File: src/rtl/perceptron_pkg.sv
// Shared widths, error encodings, saturation limits and the FIFO result
// record for the perceptron activation stage.
package perceptron_pkg;

    localparam int SUM_W  = 48;
    localparam int DATA_W = 16;
    localparam int BSUM_W = SUM_W + 1;
    localparam int RES_W  = DATA_W + 3;

    typedef enum logic [1:0] {
        ERR_ZERO = 2'b00,
        ERR_POS  = 2'b01,
        ERR_NEG  = 2'b11
    } err_t;

    localparam logic signed [DATA_W-1:0] ACT_MAX = 16'sh7FFF;
    localparam logic signed [DATA_W-1:0] ACT_MIN = 16'sh8000;

    typedef struct packed {
        logic signed [DATA_W-1:0] act;
        logic                     y;
        err_t                     err;
    } result_t;

    // Clamp a wide scaled sum into the signed 16-bit activation range.
    function automatic logic signed [DATA_W-1:0] saturate(input logic signed [BSUM_W-1:0] s);
        logic signed [BSUM_W-1:0] hi;
        logic signed [BSUM_W-1:0] lo;
        hi = {{(BSUM_W-DATA_W){ACT_MAX[DATA_W-1]}}, ACT_MAX};
        lo = {{(BSUM_W-DATA_W){ACT_MIN[DATA_W-1]}}, ACT_MIN};
        if (s > hi) begin
            return ACT_MAX;
        end else if (s < lo) begin
            return ACT_MIN;
        end
        return s[DATA_W-1:0];
    endfunction

    // Training error label - y for one-bit label and step output.
    function automatic err_t label_error(input logic label, input logic y);
        case ({label, y})
            2'b10:   return ERR_POS;
            2'b01:   return ERR_NEG;
            default: return ERR_ZERO;
        endcase
    endfunction

endpackage

File: src/rtl/perceptron_activation_if.sv
// Ready/valid result stream leaving the activation stage.
interface perceptron_activation_if;
    import perceptron_pkg::*;

    logic                     out_valid;
    logic                     out_ready;
    logic signed [DATA_W-1:0] out_act;
    logic                     out_y;
    logic [1:0]               out_err;

    modport master (
        output out_valid,
        output out_act,
        output out_y,
        output out_err,
        input  out_ready
    );

    modport slave (
        input  out_valid,
        input  out_act,
        input  out_y,
        input  out_err,
        output out_ready
    );

endinterface

File: src/rtl/result_fifo.sv
// Small synchronous FIFO for activation results. A push into a full FIFO
// succeeds only when a pop happens in the same cycle.
module result_fifo #(
    parameter int WIDTH = 19,
    parameter int DEPTH = 4
) (
    input  logic                   clk,
    input  logic                   rst,
    input  logic                   push,
    input  logic [WIDTH-1:0]       wr_data,
    input  logic                   pop,
    output logic [WIDTH-1:0]       rd_data,
    output logic                   full,
    output logic                   empty,
    output logic [$clog2(DEPTH):0] count
);

    localparam int PTR_W = $clog2(DEPTH);
    localparam logic [PTR_W:0] FULL_COUNT = (PTR_W + 1)'(DEPTH);

    logic [WIDTH-1:0] mem [DEPTH];
    logic [PTR_W-1:0] wr_ptr;
    logic [PTR_W-1:0] rd_ptr;
    logic             do_push;
    logic             do_pop;

    assign full    = (count == FULL_COUNT);
    assign empty   = (count == '0);
    assign do_pop  = pop && !empty;
    assign do_push = push && (!full || do_pop);
    assign rd_data = mem[rd_ptr];

    // Pointers wrap naturally because DEPTH is a power of two.
    always_ff @(posedge clk) begin
        if (rst) begin
            wr_ptr <= '0;
            rd_ptr <= '0;
            count  <= '0;
        end else begin
            if (do_push) begin
                wr_ptr <= wr_ptr + 1'b1;
            end
            if (do_pop) begin
                rd_ptr <= rd_ptr + 1'b1;
            end
            case ({do_push, do_pop})
                2'b10:   count <= count + 1'b1;
                2'b01:   count <= count - 1'b1;
                default: count <= count;
            endcase
        end
    end

    // Storage array; contents are don't-care until written.
    always_ff @(posedge clk) begin
        if (do_push) begin
            mem[wr_ptr] <= wr_data;
        end
    end

endmodule

File: src/rtl/perceptron_activation.sv
// Activation stage of the single-perceptron datapath: re-times valid/label
// against the weighted-sum pipeline, adds bias, scales and saturates, applies
// a step activation, computes training error and buffers results.
module perceptron_activation
    import perceptron_pkg::*;
#(
    parameter int SUM_LATENCY = 11,
    parameter int FRAC_SHIFT  = 14,
    parameter int FIFO_DEPTH  = 4
) (
    input  logic                    clk,
    input  logic                    rst,
    input  logic                    in_valid,
    input  logic                    in_label,
    input  logic signed [SUM_W-1:0] sum,
    input  logic signed [SUM_W-1:0] bias,
    input  logic                    clr_stats,
    perceptron_activation_if.master res,
    output logic [31:0]             sample_count,
    output logic [31:0]             error_count,
    output logic                    overflow
);

    logic [SUM_LATENCY-1:0]    dl_valid;
    logic [SUM_LATENCY-1:0]    dl_label;
    logic                      tap_valid;
    logic                      tap_label;

    logic                      s1_valid;
    logic                      s1_label;
    logic signed [BSUM_W-1:0]  s1_sum;
    result_t                   s1_result;

    logic                      s2_valid;
    result_t                   s2_res;

    logic [RES_W-1:0]          fifo_head_bits;
    result_t                   head;
    logic                      fifo_full;
    logic                      fifo_empty;
    logic [$clog2(FIFO_DEPTH):0] fifo_count;
    logic                      pop_req;
    logic                      write_ok;

    assign tap_valid = dl_valid[SUM_LATENCY-1];
    assign tap_label = dl_label[SUM_LATENCY-1];

    // Delay line carrying launch-side valid and label until the sum arrives.
    always_ff @(posedge clk) begin
        if (rst) begin
            dl_valid <= '0;
            dl_label <= '0;
        end else begin
            for (int i = SUM_LATENCY - 1; i > 0; i--) begin
                dl_valid[i] <= dl_valid[i-1];
                dl_label[i] <= dl_label[i-1];
            end
            dl_valid[0] <= in_valid;
            dl_label[0] <= in_label;
        end
    end

    // Stage 1: widen by one bit so adding the bias can never wrap.
    always_ff @(posedge clk) begin
        if (rst) begin
            s1_valid <= 1'b0;
            s1_label <= 1'b0;
            s1_sum   <= '0;
        end else begin
            s1_valid <= tap_valid;
            s1_label <= tap_label;
            if (tap_valid) begin
                s1_sum <= {sum[SUM_W-1], sum} + {bias[SUM_W-1], bias};
            end
        end
    end

    // Scale, saturate, step and error for the stage-1 value.
    always_comb begin
        s1_result     = '0;
        s1_result.act = saturate(s1_sum >>> FRAC_SHIFT);
        s1_result.y   = ~s1_sum[BSUM_W-1];
        s1_result.err = label_error(s1_label, ~s1_sum[BSUM_W-1]);
    end

    // Stage 2: register the finished result ahead of the FIFO write.
    always_ff @(posedge clk) begin
        if (rst) begin
            s2_valid <= 1'b0;
            s2_res   <= '0;
        end else begin
            s2_valid <= s1_valid;
            if (s1_valid) begin
                s2_res <= s1_result;
            end
        end
    end

    assign pop_req  = !fifo_empty && res.out_ready;
    assign write_ok = s2_valid && (!fifo_full || pop_req);

    result_fifo #(
        .WIDTH (RES_W),
        .DEPTH (FIFO_DEPTH)
    ) u_result_fifo (
        .clk     (clk),
        .rst     (rst),
        .push    (s2_valid),
        .wr_data (s2_res),
        .pop     (pop_req),
        .rd_data (fifo_head_bits),
        .full    (fifo_full),
        .empty   (fifo_empty),
        .count   (fifo_count)
    );

    assign head = result_t'(fifo_head_bits);

    // Present the FIFO head; outputs read as zero while nothing is buffered.
    always_comb begin
        res.out_valid = (fifo_count != '0);
        res.out_act   = '0;
        res.out_y     = 1'b0;
        res.out_err   = ERR_ZERO;
        if (fifo_count != '0) begin
            res.out_act = head.act;
            res.out_y   = head.y;
            res.out_err = head.err;
        end
    end

    // Saturating statistics and sticky overflow; a clear beats any update.
    always_ff @(posedge clk) begin
        if (rst) begin
            sample_count <= '0;
            error_count  <= '0;
            overflow     <= 1'b0;
        end else if (clr_stats) begin
            sample_count <= '0;
            error_count  <= '0;
            overflow     <= 1'b0;
        end else begin
            if (write_ok) begin
                if (sample_count != '1) begin
                    sample_count <= sample_count + 32'd1;
                end
                if ((s2_res.err != ERR_ZERO) && (error_count != '1)) begin
                    error_count <= error_count + 32'd1;
                end
            end
            if (s2_valid && !write_ok) begin
                overflow <= 1'b1;
            end
        end
    end

endmodule

File: src/flat_wrapper.sv
// flat-port wrapper written by rule: the top's interface ports become plain ports
module perceptron_activation_flat import perceptron_pkg::*;
#(
    parameter int SUM_LATENCY = 11,
    parameter int FRAC_SHIFT  = 14,
    parameter int FIFO_DEPTH  = 4
)
  (clk, rst, in_valid, in_label, sum, bias, clr_stats, sample_count, error_count, overflow, res_out_valid, res_out_act, res_out_y, res_out_err, res_out_ready);
  perceptron_activation_if res_i ();
  input  logic clk;
  input  logic rst;
  input  logic in_valid;
  input  logic in_label;
  input  logic signed [SUM_W-1:0] sum;
  input  logic signed [SUM_W-1:0] bias;
  input  logic clr_stats;
  output logic [31:0] sample_count;
  output logic [31:0] error_count;
  output logic overflow;
  output wire logic [$bits(res_i.out_valid)-1:0] res_out_valid;
  output wire logic [$bits(res_i.out_act)-1:0] res_out_act;
  output wire logic [$bits(res_i.out_y)-1:0] res_out_y;
  output wire logic [$bits(res_i.out_err)-1:0] res_out_err;
  input wire logic [$bits(res_i.out_ready)-1:0] res_out_ready;
  assign res_out_valid = res_i.out_valid;
  assign res_out_act = res_i.out_act;
  assign res_out_y = res_i.out_y;
  assign res_out_err = res_i.out_err;
  assign res_i.out_ready = res_out_ready;
  perceptron_activation #(.SUM_LATENCY(SUM_LATENCY), .FRAC_SHIFT(FRAC_SHIFT), .FIFO_DEPTH(FIFO_DEPTH)) u_core (.clk(clk), .rst(rst), .in_valid(in_valid), .in_label(in_label), .sum(sum), .bias(bias), .clr_stats(clr_stats), .res(res_i), .sample_count(sample_count), .error_count(error_count), .overflow(overflow));
endmodule
File: config.mk
export PLATFORM = sky130hd
export DESIGN_NAME = perceptron_activation_flat
export DESIGN_NICKNAME = d
export VERILOG_FILES = /design/src/rtl/perceptron_pkg.sv /design/src/rtl/perceptron_activation_if.sv /design/src/rtl/result_fifo.sv /design/src/rtl/perceptron_activation.sv /design/src/flat_wrapper.sv
export SDC_FILE = /design/constraint.sdc
export NUM_CORES = 1
export LEC_CHECK = 0
export CAP_MARGIN = 20
export CELL_PAD_IN_SITES_DETAIL_PLACEMENT = 0
export CELL_PAD_IN_SITES_GLOBAL_PLACEMENT = 2
export CORE_ASPECT_RATIO = 1.5
export CORE_UTILIZATION = 37
export DETAILED_ROUTE_END_ITERATION = 10
export PLACE_DENSITY_LB_ADDON = 0.1
export SYNTH_ARGS = -nofsm -noshare
export SYNTH_HDL_FRONTEND = slang
export SYNTH_SLANG_ARGS = --single-unit
File: constraint.sdc
create_clock -name clk -period 6.4 [get_ports clk]
set_input_delay 1.28 -clock clk [delete_from_list [all_inputs] [get_ports clk]]
set_output_delay 1.28 -clock clk [all_outputs]
set_load 0.05 [all_outputs]
# Word level (Yosys, flattened, before mapping)
# Memory sizes are Yosys's and may differ from the RTL's. A register that Yosys moved wholly into a read port is not among the register bits.
# Index checks and enable logic that the tools add are counted.
# W data, S select, Z words.
# totals
output_inout_bits	85
n_memories	1
reg_bits	165
in_bits	102
ram_bits	76
# mem_list
name	depth	width	read_ports	rd_clocked_by_memory_dff	write_ports	line_no	text
u_core.u_result_fifo.mem	4	19	1	1	1	result_fifo.sv:21	logic [WIDTH-1:0] mem [DEPTH];
# op_classes
n_reduce_logical	18
bitwise	1
addsub	7
order_cmp	2
muxes	14
eq_ne	7
# ops
cell	n
$add A32 B1 Y32 const B	2
$mux W16	4
$ne A32 B32 Y1 const B	2
$add A48 B48 Y49	1
$gt A35 B16 Y1 const B	1
$lt A35 B16 Y1 const B	1
$logic_and A1 B1 Y1	6
$mux W2	3
$pmux W3 S2	1
$mux W1	5
$add A2 B1 Y2 const B	2
$eq A2 B1 Y1 const B	2
$eq A2 B2 Y1 const B	2
$pmux W2 S2	1
$reduce_and A2 Y1	2
$reduce_bool A2 Y1	2
$add A3 B1 Y3 const B	1
$eq A3 B3 Y1 const B	1
$logic_not A1 Y1	3
$logic_not A3 Y1	1
$reduce_bool A3 Y1	1
$sub A3 B1 Y3 const B	1
$logic_or A1 B1 Y1	2
$reduce_or A2 Y1	1
$not A1 Y1	1

# Logic depth before layout (Yosys ltp)
# depth
word_depth	8
ltp_mapped	12
depth_no_buf	11

# Cells and area by module
# Synthesis repeated with hierarchy kept, for this count alone.
# unflattened
cells_unflattened	1133
area_unflattened_um2	11382.2
# modules_own_cells
mod	instances	area_each_um2	seq_area_each_um2	cells_each
perceptron_activation	1	8076.5	2882.8	968
result_fifo	1	3305.7	2462.4	165

# Worst setup path after synthesis
# OpenSTA, ideal clock, no wires.
# synth_path
path_kind	input to register
startpoint	input sum[16]
endpoint	register u_core.s1_sum[47]
stages	12
n_path_buf	1
setup_slack_ps	2673
required_ps	6318
setup_ps	82
t_arrival_ps	3644
path_cell_list	ha_1 > buf_6 > a211oi_2 > o21bai_2 > o31ai_4 > o21ai_2 > a31oi_4 > o31ai_2 > a31o_4 > a211o_1 > a2111o_1 > o221ai_1
# synth_between
elab_chain_len	1
# synth_rtl
item	line_no	text
from (decl)	flat_wrapper.sv:14	input logic signed [SUM_W-1:0] sum;
$add A48 B48 Y49	perceptron_activation.sv:73	s1_sum <= {sum[SUM_W-1], sum} + {bias[SUM_W-1], bias};
to (signal assigned)	perceptron_activation.sv:73	
to (decl)	perceptron_activation.sv:31	logic signed [BSUM_W-1:0] s1_sum;
# No other way between the ends.
# A chain may end at the register's enable or synchronous reset.

==> impl_metrics.toml <==
[outcome]
status = "complete, no violations"

[logic_synthesis]
synth_top_cell_by_area = "dfxtp_1"
avgSynthCellArea_sq_um = 10.2
netlist_instances = 1088
ys.warnings.count = 0
syn_nets = 1246
ys_ff_latch = 229
ys.flop_type = "dfxtp_1"
ys_types = 81
ys_async_sr_fraction_pct = 0
yosysSeqAreaShare_pct = 48.0
synthTopCellsByArea = "dfxtp_1 27%, edfxtp_1 20%, ha_1 6.2%, nor2_1 4.0%, mux4_2 3.8%"
synth_edf_count = 76
synth_top_area_share_pct = 27.5
synthesis.area_sq_um = 11100

[sta]
period_minus_slack_ps = 4100
relSlewSlack_pct = 28.9
rsz0062_at_grt = "no"
slew_violations = 0
setup_ws_ps = 2300
finalSetupViolCount = 0
clock_skew_ps = 20.0
fmax_mhz = 244
fin_setup_tns_ps = 0
min_period_over_period_pct = 64.0
tightest_slew_ps = 1070
finalHoldViolations = 0

[clocking]
cts_setup_buffers = 0
cts_resized = 0
h-tree-depth = 1
cts-root-buf = "clkbuf_16"
cts_buffers = 23
clk_pin_slew_ps = 60
cts_tree = "done"
cts_num_sinks = 229
clk_latency_ps = 520
hold_buffers = 0
clockBufferDepth = 3

[route]
ant_nets = 0
drc_errors = 0
avgViaCountPerCell = 5.07
dr.pass1.iters = 4
dr_total_vias = 8467
wl_per_cell_microns = 15.3
drt_iter0_markers = 233
routed_wl_microns = 25600

[setup_path]
start_kind = "flip-flop"
critPathCaptureType = "output port"
path_delay_family = "flip-flops"
slowest_stage = "dfxtp_1"
arrival_ps = 2820
max_stage_delay_ps = 920
crit_chain = "mux4_2 -> and2_1 -> clkdlybuf4s50_1"
path_max_fanout = 19
crit_buf_inv = 1
worstPathRequired_ps = 5120
crit_type = "flip-flop to output port"

[global_routing]
grt_overflow_total = 0
grt_max_degree = 66
antenna_found_initial = 0
grt_pass1_vias = 8477
grt_usage_pct = 16.8
grt_pass1_wl_microns = 41700

[final_layout]
syn_to_final_growth_pct = 26.4
final_nets = 1417
drive_gt1_share_pct = 6.74
n_antenna_cell = 0
regArea_sq_um = 5350
n_fill_cell = 2902
final_core_util_pct = 47.6
multi_input_comb_area_sq_um = 5470

[die]
core-area_sq_um = 29600
start_util_pct = 37.7
die_h_microns = 215
fp-row-count = 77
pin_count = 187
die_x_microns = 144
dieArea_sq_um = 30800

[job]
timing.max_cap.violations = 0

[power]
cellPowerDensity_nw_per_um2 = 224
vdd_ir_drop_max_v = 0.000146
p_leak_nw = 4.93

[placement]
dpl.hpwl_microns = 18700
place_ws_ps = 1950
place_congestion = 0.756
numPortBuffers = 186

[hold_path]
hp-class = "flip-flop to flip-flop"
area by class of cell:
class | count | share of cell area [%]
Multi-Input combinational cell | 777 | 38.8
Sequential cell | 229 | 37.9
Timing Repair Buffer | 191 | 13.4
Clock buffer | 24 | 4.11
Tap cell | 395 | 3.51
Clock inverter | 18 | 1.16
Inverter | 37 | 0.986
synthesized netlist by cell type, drive strengths merged (3+ instances only):
cell type,instances
a211o,3
clkbuf,34
o21a,4
mux4,19
o21ai,43
and4,6
nand3,28
o21bai,11
nor4b,3
nand2,77
and3,13
nand2b,4
ha,55
xor2,35
or3,22
xnor2,41
o31ai,5
buf,11
nor2b,28
and2,26
a21oi,64
a31o,4
a21o,23
a31oi,7
nor3,14
edfxtp,76
nor4,12
nand4,33
a22oi,3
inv,36
dfxtp,153
a211oi,22
nor2,119
mux2i,20
where the power goes:
part | switching (mW) | internal, mW
logic | 0.168 | 0.155
registers | 0.000546 | 1.49
clock network | 0.561 | 0.778
total | 0.729 | 2.43
path summary, 6_finish.rpt:
check	from	end	slack, ps	depth (start not counted)
setup reg to reg	u_core.u_result_fifo.count[2]	u_core.error_count[19]	3490	8
hold / removal	u_core.dl_label[9]	u_core.dl_label[10]	440	1
hold reg to reg	u_core.dl_label[9]	u_core.dl_label[10]	440	1
setup / recovery	flip-flop	res_out_act[14]	2300	3
cell usage in the layout, fill, tap and decap left out, types with 3 or more instances in the layout:
| cell type | count |
|---|---|
| a211o_1 | 3 |
| a211oi_1 | 21 |
| a21o_1 | 23 |
| a21oi_1 | 63 |
| a31oi_1 | 5 |
| and2_1 | 26 |
| and3_1 | 9 |
| and3_4 | 4 |
| and4_1 | 6 |
| buf_4 | 5 |
| bufinv_16 | 3 |
| clkbuf_16 | 23 |
| clkdlybuf4s50_1 | 185 |
| clkinv_1 | 5 |
| clkinv_2 | 8 |
| dfxtp_1 | 153 |
| edfxtp_1 | 76 |
| ha_1 | 55 |
| inv_1 | 36 |
| mux2i_1 | 20 |
| mux4_2 | 19 |
| nand2_1 | 77 |
| nand2b_1 | 3 |
| nand3_1 | 28 |
| nand4_1 | 31 |
| nor2_1 | 119 |
| nor2b_1 | 28 |
| nor3_1 | 13 |
| nor4_1 | 12 |
| o21a_1 | 4 |
| o21ai_0 | 28 |
| o21ai_1 | 14 |
| o21bai_1 | 10 |
| o31ai_1 | 3 |
| or3_1 | 20 |
| xnor2_1 | 41 |
| xor2_1 | 35 |
state kept, by name (all words and copies together), names as in the netlist, named ones only:
name / flops
u_core.dl_valid: 11
u_core.error_count: 32
u_core.s1_sum: 35
u_core.s1_label: 1
u_core.s2_valid: 1
u_core.sample_count: 32
u_core.u_result_fifo.count: 3
u_core.u_result_fifo.mem: 76
u_core.u_result_fifo.wr_ptr: 2
u_core.dl_label: 11
u_core.u_result_fifo.rd_ptr: 2
u_core.s2_res: 19
u_core.overflow: 1
u_core.s1_valid: 1
per-layer routing:
| layer | global-route usage [%] | wire length (microns) |
|---|---|---|
| met4 | 4.40 | 432 |
| met3 | 1.70 | 832 |
| met5 | 0 | 0 |
| met1 | 18.5 | 10400 |
| met2 | 32.9 | 13900 |
kinds of logic after synthesis:
kind of cell | Yosys count | synth area share (%)
xor+xnor | 76 | 5.98
simple gates | 390 | 17.9
buf+inv | 82 | 2.92
flops | 229 | 48.0
mux | 39 | 5.64
fa+ha+maj | 56 | 6.36
compound gates | 216 | 13.2
per-stage QoR:
step / instances / area (sq um) / hold WS [ps] / power [mW]
2_1_floorplan: 1088 / 11100 / 414 / 1.73
3_3_place_gp: 1629 / 13300 / 423 / 1.85
3_5_place_dp: 1629 / 13300 / 424 / 1.85
4_1_cts: 1671 / 14100 / 438 / 3.20
5_1_grt: 1671 / 14100 / 462 / 3.29
6_report: 1671 / 14100 / 435 / 3.16
No activity file was read; power rests on OpenSTA's default activity.
==> variant 1: new RTL, same flow settings <==
`FIFO_DEPTH` is set to 4 in 2 places; all go to 2.
--- a/src/rtl/perceptron_activation.sv
+++ b/src/rtl/perceptron_activation.sv
@@ -6,7 +6,7 @@
 #(
     parameter int SUM_LATENCY = 11,
     parameter int FRAC_SHIFT  = 14,
-    parameter int FIFO_DEPTH  = 4
+    parameter int FIFO_DEPTH  = 2
 ) (
     input  logic                    clk,
     input  logic                    rst,
--- a/src/flat_wrapper.sv
+++ b/src/flat_wrapper.sv
@@ -3,7 +3,7 @@
 #(
     parameter int SUM_LATENCY = 11,
     parameter int FRAC_SHIFT  = 14,
-    parameter int FIFO_DEPTH  = 4
+    parameter int FIFO_DEPTH  = 2
 )
   (clk, rst, in_valid, in_label, sum, bias, clr_stats, sample_count, error_count, overflow, res_out_valid, res_out_act, res_out_y, res_out_err, res_out_ready);
   perceptron_activation_if res_i ();
Behaviour: no difference found for any inputs over 10 cycles, from zero or initial values and one cycle with rst high; that may be too few to reach the edited logic, so the function may still have changed.
==> variant 1 against the unedited design <==
- sequential cell count decreased by 42
- final cell count decreased by 9.4%
- worst setup slack improved by 280 ps
- cell area decreased by 14%
- area after synthesis decreased by 16%
- die area decreased by 16%
- power decreased by 21%
- wire length decreased by 15%
- critical path type is now primary input to flop
- critical endpoint is now u_core.s1_sum[44]
- highest routed layer unchanged
==> variant 1: results (changes against the unedited design) <==
routedWlPerCell_microns: 14.4  # -5.9%
cts.htree.levels: 4  # +3
cts_made_buffers: 17  # -26%
grt_pass1_vias: 7619  # -10%
synth_edf_count: 38  # -50%
viasPerCell: 5.05  # -0.36%
critPathTopFamily: "compound AO/OA/AOI/OAI gates"
worstPathArrival_ps: 4100  # +1280 ps
drive_gt1_share_pct: 4.96  # -1.8 points
synthXorXnorAreaFrac_pct: 6.85  # +0.88 points
synthTopCellsByCount: "149 x dfxtp_1, 130 x nor2_1, 75 x nand2_1"
syn_nets: 1153  # -7.5%
top_regs: "u_core.u_result_fifo.mem: 38 flops, u_core.s1_sum: 35 flops"
status: "finished, final reports clean"
min_from: "u_core.dl_valid[1]"
leakagePower_nw: 4.31  # -13%
nets: 1329  # -6.2%
peakVddDrop_v: 0.000163  # +11%
gr-usage-all-layers_pct: 17.5  # +0.72 points
r2r_start: "u_core.sample_count[3]"
worst-path-max-fanout: 4  # -15
yosysSeqAreaShare_pct: 44.2  # -3.8 points
finClkSkew_ps: 12.3  # -7.70 ps
crit_path_max_incr_delay_ps: 410  # -510 ps
r2r_cells: 10  # +2
clk_latency_ps: 420  # -100 ps
variant 1: routing by layer:
metal / vias to the layer above / global-route usage (%) / wire (microns)
li1: 3940 / - / -
met1: 3552 / 19.5 / 9260
met2: 138 / 33.9 / 11800
met3: 14 / 2.21 / 465
met4: 0 / 5.38 / 250
met5: - / 0 / 0
variant 1: worst paths after layout:
path,slack [ps],endpoint
setup / recovery,2580,u_core.s1_sum[44]
hold / removal,440,u_core.dl_valid[2]
setup reg to reg,3740,u_core.sample_count[21]
hold reg to reg,440,u_core.dl_valid[2]
variant 1: layout make-up:
class | instances | area (sq um)
tap | 324 | 405
timing repair buffer | 193 | 1910
clock buffer | 19 | 433
sequential | 187 | 4120
fill | 2366 | 12500
inverter | 18 | 67.6
multi-input combinational | 760 | 4990
clock inverter | 13 | 128
variant 1: logic make-up after synthesis:
family / after synthesis
muxes: 41
and+or+nand+nor: 398
buffers and inverters: 54
AOI/OAI and AO/OA: 198
adders and majority gates: 50
DFF: 187
xor gates and xnor gates: 73
variant 1: where the power goes:
part	internal, mW	total [mW]	leakage, nW	switching (mW)
registers	1.20	1.20	1.55	0.000464
logic	0.147	0.302	2.48	0.155
clock network	0.547	1.00	0.277	0.453
total	1.89	2.50	4.31	0.608
variant 1: metrics by stage:
step / cells / util (%) / instance area, sq um / setup WS, ps
after global routing: 1514 / 49.0 / 12100 / 2360
after CTS: 1514 / 49.0 / 12100 / 2570
final: 1514 / 49.0 / 12100 / 2580
after floorplan: 1001 / - / 9330 / 2960
after global placement: 1481 / 46.7 / 11500 / 2180
after detailed placement: 1482 / 46.7 / 11500 / 2110
==> variant 2: new RTL, same flow settings <==
Without the edit above. Put one more register stage on the output `overflow`. The value now appears one clock later. The other outputs are not delayed to match.
--- a/src/rtl/perceptron_activation.sv
+++ b/src/rtl/perceptron_activation.sv
@@ -20,6 +20,8 @@
     output logic [31:0]             error_count,
     output logic                    overflow
 );
+
+    logic overflow_s0;
 
     logic [SUM_LATENCY-1:0]    dl_valid;
     logic [SUM_LATENCY-1:0]    dl_label;
@@ -134,11 +136,11 @@
         if (rst) begin
             sample_count <= '0;
             error_count  <= '0;
-            overflow     <= 1'b0;
+            overflow_s0  <= 1'b0;
         end else if (clr_stats) begin
             sample_count <= '0;
             error_count  <= '0;
-            overflow     <= 1'b0;
+            overflow_s0  <= 1'b0;
         end else begin
             if (write_ok) begin
                 if (sample_count != '1) begin
@@ -149,10 +151,14 @@
                 end
             end
             if (s2_valid && !write_ok) begin
-                overflow <= 1'b1;
+                overflow_s0 <= 1'b1;
             end
         end
     end
 
+    always_ff @(posedge clk) begin
+        overflow <= overflow_s0;
+    end
+
 endmodule
 
Check against the original RTL: same outputs for any inputs over 10 cycles, from zero or initial values and one cycle with rst high; that may be too few to reach the edited logic, so the function may still have changed.
==> variant 2 against the unedited design <==
- wire length up 0.29%
- area after synthesis rose by 0.18%
- power fell by 0.45%
- count of clock-buffer cells in the layout increased by 6
- synthesized cell count barely moved
- cell area about the same
- worst setup slack about the same
- non-clock buffer count shrank 1
- sequential cell count up 1
- largest power group unchanged
- highest routed layer unchanged
==> variant 2: results (changes against the unedited design) <==
placedInstanceArea_sq_um: 13400  # about the same
cts_made_buffers: 22  # -4.3%
rrSetupSlack_ps: 3540  # +50 ps
met2_usage_pct: 32.5  # -0.42 points
relSlewSlack_pct: 28.3  # -0.62 points
finClkSkew_ps: 6.93  # -13.1 ps
grt_pass1_vias: 8487  # +0.12%
finish.utilization_pct: 47.7  # about the same
drive_gt1_share_pct: 6.75  # +0.011 points
gr-usage-all-layers_pct: 16.9  # +0.13 points
yosysSeqAreaShare_pct: 48.1  # +0.093 points
dp.final_hpwl_microns: 18800  # +0.81%
leakagePower_nw: 4.92  # -0.19%
wl_met3_microns: 760  # -8.7%
grt_pass1_wl_microns: 42000  # +0.78%
endpoint: "res_out_act[13]"
syn_nets: 1247  # +0.080%
preCtsSetupSlack_ps: 1950  # +5.98 ps
synthTopCellsByCount: "154 x dfxtp_1, 119 x nor2_1, 77 x nand2_1"
min_from: "u_core.overflow_s0"
min_to: "u_core.overflow"
syn_inst: 1089  # +0.092%
initialDrtViolationCount: 256  # +9.9%
status: "finished, final reports clean"
globalRouteMet1Util_pct: 19.2  # +0.66 points
synthTopCellsByArea: "dfxtp_1 28%, edfxtp_1 20%, ha_1 6.2%"
grtUsageMet3_pct: 1.69  # -0.0038 points
wl_microns: 25600  # +0.29%
nets: 1416  # -0.071%
-- variant 2: where the power goes --
part	switching (mW)	total, mW	internal [mW]
logic	0.168	0.323	0.155
clock network	0.560	1.32	0.759
registers	0.000453	1.50	1.50
-- variant 2: cell type report --
class | count | share of cell area, %
clock buffers | 30 | 4.62
clock inverters | 10 | 0.639
inverters | 37 | 0.985
multi-input cells | 777 | 38.8
flip-flops and latches | 230 | 38.1
well taps | 395 | 3.51
repair buffers | 190 | 13.4
-- variant 2: cell families after synthesis --
kind of cell / Yosys count / share of synthesized area, %
AO/OA/AOI/OAI: 216 / 13.2
XOR/XNOR: 76 / 5.96
adder cells (fa/ha/maj): 56 / 6.35
buffers and inverters: 82 / 2.92
flip-flops: 230 / 48.1
multiplexers: 39 / 5.63
AND/OR/NAND/NOR: 390 / 17.9
-- variant 2: worst max-delay path: stages, from the launching register on --
cell and delay, ps:
dfxtp_1 940, mux4_2 420, and2_1 140, clkdlybuf4s50_1 800
